### src/rtl/mem_lsu_if.sv
// mem_lsu_if: request/response handshake and RAM port bundle for mem_lsu.
interface mem_lsu_if #(parameter int ADDR_WIDTH = 16);
  logic                  req_valid;
  logic                  req_ready;
  logic                  req_write;
  logic [1:0]            req_size;
  logic                  req_signed;
  logic [ADDR_WIDTH-1:0] req_addr;
  logic [31:0]           req_wdata;
  logic                  resp_valid;
  logic [31:0]           resp_rdata;
  logic [ADDR_WIDTH-1:0] mem_address;
  logic [31:0]           mem_data;
  logic [3:0]            mem_wren;
  logic [31:0]           mem_q;
  modport master (
    output req_valid, req_write, req_size, req_signed, req_addr, req_wdata, mem_q,
    input  req_ready, resp_valid, resp_rdata, mem_address, mem_data, mem_wren
  );
  modport slave (
    input  req_valid, req_write, req_size, req_signed, req_addr, req_wdata, mem_q,
    output req_ready, resp_valid, resp_rdata, mem_address, mem_data, mem_wren
  );
endinterface

### src/rtl/mem_lsu.sv
// mem_lsu: byte/halfword/word load-store unit onto a 32-bit RAM, splitting accesses
// that straddle a word boundary into two RAM accesses.
module mem_lsu #(parameter int ADDR_WIDTH = 16) (
  input logic     clock,
  input logic     reset_n,
  mem_lsu_if.slave bus
);
  typedef enum logic [2:0] {IDLE, ISSUE2, CAP1, CAP2, DONE} state_t;
  state_t                state;
  logic                  wr, sgn, split;
  logic [1:0]            off, sz;
  logic [ADDR_WIDTH-1:0] addr_hi;
  logic [31:0]           data_hi, lo_q;
  logic [3:0]            wren_hi;
  logic [1:0]            a_sz;
  logic [3:0]            a_mask;
  logic [7:0]            a_lanes;
  logic [63:0]           a_data;
  logic [ADDR_WIDTH-1:0] a_w;
  logic [31:0]           lo_w, rd;
  logic [63:0]           rd_sh;
  assign bus.req_ready = state == IDLE;
  always_comb begin
    a_sz    = bus.req_size[1] ? 2'd2 : bus.req_size;
    a_mask  = a_sz == 2'd0 ? 4'b0001 : a_sz == 2'd1 ? 4'b0011 : 4'b1111;
    a_lanes = {4'b0000, a_mask} << bus.req_addr[1:0];
    a_data  = {32'b0, bus.req_wdata} << {bus.req_addr[1:0], 3'b000};
    a_w     = {bus.req_addr[ADDR_WIDTH-1:2], 2'b00};
    lo_w    = state == CAP2 ? lo_q : bus.mem_q;
    rd_sh   = {bus.mem_q, lo_w} >> {off, 3'b000};
    rd      = sz == 2'd0 ? {{24{sgn & rd_sh[7]}}, rd_sh[7:0]} :
              sz == 2'd1 ? {{16{sgn & rd_sh[15]}}, rd_sh[15:0]} : rd_sh[31:0];
  end
  // A split load responds as its second word arrives (leaving CAP2); DONE is then a tail cycle.
  always_ff @(posedge clock or negedge reset_n)
    if (!reset_n) begin
      state           <= IDLE;
      wr              <= 1'b0;
      sgn             <= 1'b0;
      split           <= 1'b0;
      off             <= 2'd0;
      sz              <= 2'd0;
      addr_hi         <= '0;
      data_hi         <= '0;
      wren_hi         <= '0;
      lo_q            <= '0;
      bus.mem_address <= '0;
      bus.mem_data    <= '0;
      bus.mem_wren    <= '0;
      bus.resp_valid  <= 1'b0;
      bus.resp_rdata  <= '0;
    end else begin
      bus.mem_wren   <= 4'b0000;
      bus.resp_valid <= 1'b0;
      case (state)
        IDLE: if (bus.req_valid) begin
          wr              <= bus.req_write;
          sgn             <= bus.req_signed;
          split           <= |a_lanes[7:4];
          off             <= bus.req_addr[1:0];
          sz              <= a_sz;
          addr_hi         <= a_w + ADDR_WIDTH'(4);
          data_hi         <= a_data[63:32];
          wren_hi         <= a_lanes[7:4];
          bus.mem_address <= a_w;
          if (bus.req_write) begin
            bus.mem_wren <= a_lanes[3:0];
            bus.mem_data <= a_data[31:0];
          end
          state <= |a_lanes[7:4] ? ISSUE2 : bus.req_write ? DONE : CAP1;
        end
        ISSUE2: begin
          bus.mem_address <= addr_hi;
          if (wr) begin
            bus.mem_wren <= wren_hi;
            bus.mem_data <= data_hi;
          end
          state <= wr ? DONE : CAP1;
        end
        CAP1: begin
          lo_q  <= bus.mem_q;
          state <= split ? CAP2 : DONE;
        end
        CAP2: begin
          bus.resp_valid <= 1'b1;
          bus.resp_rdata <= rd;
          state          <= DONE;
        end
        DONE: begin
          if (wr || !split) begin
            bus.resp_valid <= 1'b1;
            bus.resp_rdata <= wr ? 32'h0 : rd;
          end
          state <= IDLE;
        end
        default: state <= IDLE;
      endcase
    end
endmodule
### src/flat_wrapper.sv
// flat-port wrapper written by rule: the top's interface ports become plain ports
module mem_lsu_flat 
#(parameter int ADDR_WIDTH = 16)
  (clock, reset_n, bus_req_valid, bus_req_write, bus_req_size, bus_req_signed, bus_req_addr, bus_req_wdata, bus_mem_q, bus_req_ready, bus_resp_valid, bus_resp_rdata, bus_mem_address, bus_mem_data, bus_mem_wren);
  mem_lsu_if #(.ADDR_WIDTH(ADDR_WIDTH)) bus_i ();
  input logic clock;
  input logic reset_n;
  input wire logic [$bits(bus_i.req_valid)-1:0] bus_req_valid;
  input wire logic [$bits(bus_i.req_write)-1:0] bus_req_write;
  input wire logic [$bits(bus_i.req_size)-1:0] bus_req_size;
  input wire logic [$bits(bus_i.req_signed)-1:0] bus_req_signed;
  input wire logic [$bits(bus_i.req_addr)-1:0] bus_req_addr;
  input wire logic [$bits(bus_i.req_wdata)-1:0] bus_req_wdata;
  input wire logic [$bits(bus_i.mem_q)-1:0] bus_mem_q;
  output wire logic [$bits(bus_i.req_ready)-1:0] bus_req_ready;
  output wire logic [$bits(bus_i.resp_valid)-1:0] bus_resp_valid;
  output wire logic [$bits(bus_i.resp_rdata)-1:0] bus_resp_rdata;
  output wire logic [$bits(bus_i.mem_address)-1:0] bus_mem_address;
  output wire logic [$bits(bus_i.mem_data)-1:0] bus_mem_data;
  output wire logic [$bits(bus_i.mem_wren)-1:0] bus_mem_wren;
  assign bus_i.req_valid = bus_req_valid;
  assign bus_i.req_write = bus_req_write;
  assign bus_i.req_size = bus_req_size;
  assign bus_i.req_signed = bus_req_signed;
  assign bus_i.req_addr = bus_req_addr;
  assign bus_i.req_wdata = bus_req_wdata;
  assign bus_i.mem_q = bus_mem_q;
  assign bus_req_ready = bus_i.req_ready;
  assign bus_resp_valid = bus_i.resp_valid;
  assign bus_resp_rdata = bus_i.resp_rdata;
  assign bus_mem_address = bus_i.mem_address;
  assign bus_mem_data = bus_i.mem_data;
  assign bus_mem_wren = bus_i.mem_wren;
  mem_lsu #(.ADDR_WIDTH(ADDR_WIDTH)) u_core (.clock(clock), .reset_n(reset_n), .bus(bus_i));
endmodule
### config.mk
export PLATFORM = sky130hd
export DESIGN_NAME = mem_lsu_flat
export DESIGN_NICKNAME = d
export VERILOG_FILES = /design/src/rtl/mem_lsu_if.sv /design/src/rtl/mem_lsu.sv /design/src/flat_wrapper.sv
export SDC_FILE = /design/constraint.sdc
export NUM_CORES = 1
export LEC_CHECK = 0
export ABC_AREA = 1
export CORE_MARGIN = 2
export CORE_UTILIZATION = 25
export CTS_CLUSTER_DIAMETER = 80
export CTS_CLUSTER_SIZE = 14
export DETAILED_ROUTE_END_ITERATION = 16
export GPL_TIMING_DRIVEN = 0
export RECOVER_POWER = 100
export SLEW_MARGIN = 10
export SYNTH_ARGS = -nofsm -noshare
export SYNTH_HDL_FRONTEND = slang
export SYNTH_SLANG_ARGS = --single-unit
### constraint.sdc
create_clock -name clock -period 1.9 [get_ports clock]
set_input_delay 0.57 -clock clock [delete_from_list [all_inputs] [get_ports clock]]
set_output_delay 0.57 -clock clock [all_outputs]
set_load 0.02 [all_outputs]
==> results by group <==
Timing
  – Fmax: 518 MHz
  – Setup Viol. Count Final: 1
  – Clock skew: 0.0126 ns
  – Unrepaired setup endpoints after global routing: true
  – Worst-Margin Slew: 1.26 ns
  – Min Tclk post-route: 1.93 ns
  – Max transition margin: 0.160
  – Fin crit share: 1.02
  – Fin. Hold Viols: 0
  – Setup TNS: -0.0297 ns
  – Fin. max-slew vios: 0
  – Final setup margin: -0.0297 ns

Die
  – Starting density of the core: 0.252
  – Core Area: 35200 um2
  – # rows: 69
  – Die width: 192 um
  – IO Pins: 173
  – Die Ht: 192 um
  – Die footprint: 37000 um2

Route
  – Final wirelength: 35400 um
  – First DRT Iteration DRCs: 790
  – Pre-antenna DRT Iters: 5
  – Vias per cell: 4.92
  – Number of routed nets with antenna violations: 0
  – # DRC: 0
  – Post-DR wirelength/cell: 18.4 um
  – Routed via count: 9437

Finish
  – Ant diodes: 0
  – Area Overhead vs Synth: 39.7%
  – Fin nets: 1534
  – Layout cells sized above 1: 0.139
  – Post-layout util: 0.352

Global route
  – Remaining Overflow, GRT: 0
  – Vias in the first global route: 9213
  – Global-route wire length before repair: 54200 um
  – Initial antenna violation count: 0
  – All-Layer GR Usage: 0.193
  – Largest net degree at the start of global routing: 88

Status
  – Violated checks: negative setup slack
  – Status: complete, but fails checks

Clock tree
  – CTS tree: done
  – Clk Latency, worst-skew pair: 0.45 ns
  – Sink Count: 166
  – Root buf cell: clkbuf_16
  – Num CTS Buffers: 17
  – CTS clock-pin slew for the worst setup and hold paths: 0.07 ns
  – H-tree levels: 4
  – CTS Hold Bufs: 0
  – Maximum clock path buffer count: 2

Synth
  – Area share of the largest cell type after synthesis: 0.468
  – Yosys top cell by area: dfrtp_1
  – Top-count cell post-synth: nand2_1
  – Largest cells by area after synthesis: dfrtp_1, nand2_1, o21ai_0, nand3_1, inv_1
  – Register area share after synthesis: 0.468
  – Prevailing post-synth register cell: dfrtp_1
  – Post-Syn Instances: 1222
  – Commonest cells post-synth: nand2_1, dfrtp_1, o21ai_0, nand3_1, inv_1
  – Yosys cell types: 36
  – Avg Inst Size Synth: 7.26 um2
  – Number of flops mapped to enable cells by yosys: 0
  – Post-synthesis async set-or-reset flop share: 1.00
  – FF+latch count, synth: 166
  – Warnings, synthesis: 0
  – Mapped Area: 8880 um2

Critical path
  – Setup crit start kind: flop
  – Setup slack, reg-to-reg: 0.05 ns
  – Worst Path Max Fanout: 5
  – FF-to-FF path depth: 13
  – Critical Path Max Stage Delay: 0.45 ns
  – Path type of the worst setup path: flop to output pin
  – Worst EP arrival: 1.36 ns
  – Critical path required time: 1.33 ns
  – Crit path cell chain: nor2_4, nand2_4, inv_4, buf_6
  – Reg-to-Reg End: u_core.bus.mem_data[16]
  – Critical-path top delay cell: dfrtp_2
  – Reg-to-reg critical path startpoint: u_core.state[1]
  – Setup crit end kind: output pin

Pwr
  – Pleak: 6.15 nW
  – Max VDD drop: 0.000740 V
  – PwrDens: 1660 nW/um2

Placement
  – Post-detail-place hpwl: 26100 um
  – Number of port buffers: 169
  – GPL Wtd Cong: 0.909
  – Pre-CTS setup slack: -0.611 ns

Min path
  – Hold Path Class: input port to asynchronous set/reset pin

Run
  – Max Cap Viol: 0
-- cell type report --
| cell class | count | area [um2] |
|---|---|---|
| Tap cell | 461 | 577 |
| Timing Repair Buffer | 204 | 2000 |
| Inverter | 88 | 354 |
| Clock inverter | 14 | 141 |
| Fill cell | 3782 | 22800 |
| Multi-Input combinational cell | 891 | 4280 |
| Clock buffer | 18 | 429 |
| Buffer | 78 | 469 |
| Sequential cell | 166 | 4160 |
-- report_power, final --
part,switching [W],total (W),leakage [nW],internal [W]
combinational,0.00697,0.0110,3.80,0.00401
sequential,0.000974,0.00616,2.08,0.00518
clock,0.00165,0.00349,0.272,0.00184
total,0.00960,0.0206,6.15,0.0110
-- through the flow --
stage          area, um2  hold WS, ns  power [W]  cells
6_report           12400        0.390     0.0206   1920
5_1_grt            12400        0.485     0.0222   1920
4_1_cts            11800        0.143     0.0197   1895
3_5_place_dp       11200        0.466     0.0164   1854
3_3_place_gp       11100        0.464     0.0163   1853
2_1_floorplan       8880        0.274     0.0120   1223
-- worst max path at each step --
stage	from	endpoint	slack, ns	cells past startpoint
final	u_core.state[1]	bus_req_ready	-0.03	4
after global routing	u_core.state[1]	bus_req_ready	-0.10	4
after CTS	u_core.state[1]	bus_req_ready	-0.03	4
after detailed placement	bus_mem_q[23]	u_core.bus.resp_rdata[20]	-0.61	10
after global placement	reset_n	u_core.bus.mem_data[14]	-6.97	1
after floorplan	u_core.state[1]	u_core.bus.mem_data[25]	0.12	12
-- state kept, by name (all words and copies together), names as in the netlist, 2 cells and up --
| register | flops |
|---|---|
| u_core.addr_hi | 14 |
| u_core.bus.mem_address | 14 |
| u_core.bus.mem_data | 32 |
| u_core.bus.mem_wren | 4 |
| u_core.bus.resp_rdata | 32 |
| u_core.data_hi | 24 |
| u_core.lo_q | 32 |
| u_core.off | 2 |
| u_core.state | 3 |
| u_core.sz | 2 |
| u_core.wren_hi | 3 |
-- worst max-delay path: cells and delay by family, from the launching register on --
kind	cells	cell delay, ns
simple gates	2	0.26
buf+inv	2	0.20
flops	1	0.45
-- cells in the final DEF, fill, tap and decap left out, types with 4 or more instances in the layout --
master           count
a21oi_1             43
a31oi_1             16
buf_2                9
buf_4               26
buf_6               13
buf_8                6
clkbuf_1            23
clkbuf_16           22
clkbuf_2            24
clkbuf_4             7
clkdlybuf4s50_1     79
clkinv_4             4
clkinvlp_4           4
dfrtp_1            163
dlygate4sd2_1       83
dlymetal6s2s_1       5
inv_1               77
inv_6                6
nand2_1            422
nand2_2             26
nand2_4              4
nand3_1             99
nand3_2             11
nand4_1              4
nor2_1              43
nor2_2               5
nor3_1               4
o211ai_1            27
o21ai_0            124
o21ai_1             18
o21ai_2             13
o311ai_0             5
xor2_1               6
-- cell families after synthesis --
family | count (synthesis) | synth area share
AO/OA/AOI/OAI | 254 | 0.159
XOR/XNOR | 8 | 0.00789
adder cells (fa/ha/maj) | 1 | 0.00141
buffers and inverters | 166 | 0.0764
flip-flops | 166 | 0.468
other | 1 | 0.000422
AND/OR/NAND/NOR | 626 | 0.287
-- metal layers --
layer,part of all wire,track usage
met1,0.44,0.262
met5,0,0
met2,0.46,0.317
met3,0.075,0.0349
met4,0.021,0.0514
-- what timing repair did --
action	in CTS	in global routing
resized for setup	139	137
setup buffers	9	19
pin swaps	5	16
hold endpoints to repair	0	0
setup endpoints to repair	170	142
cloned	0	6
(Power assumes the default switching activity.)
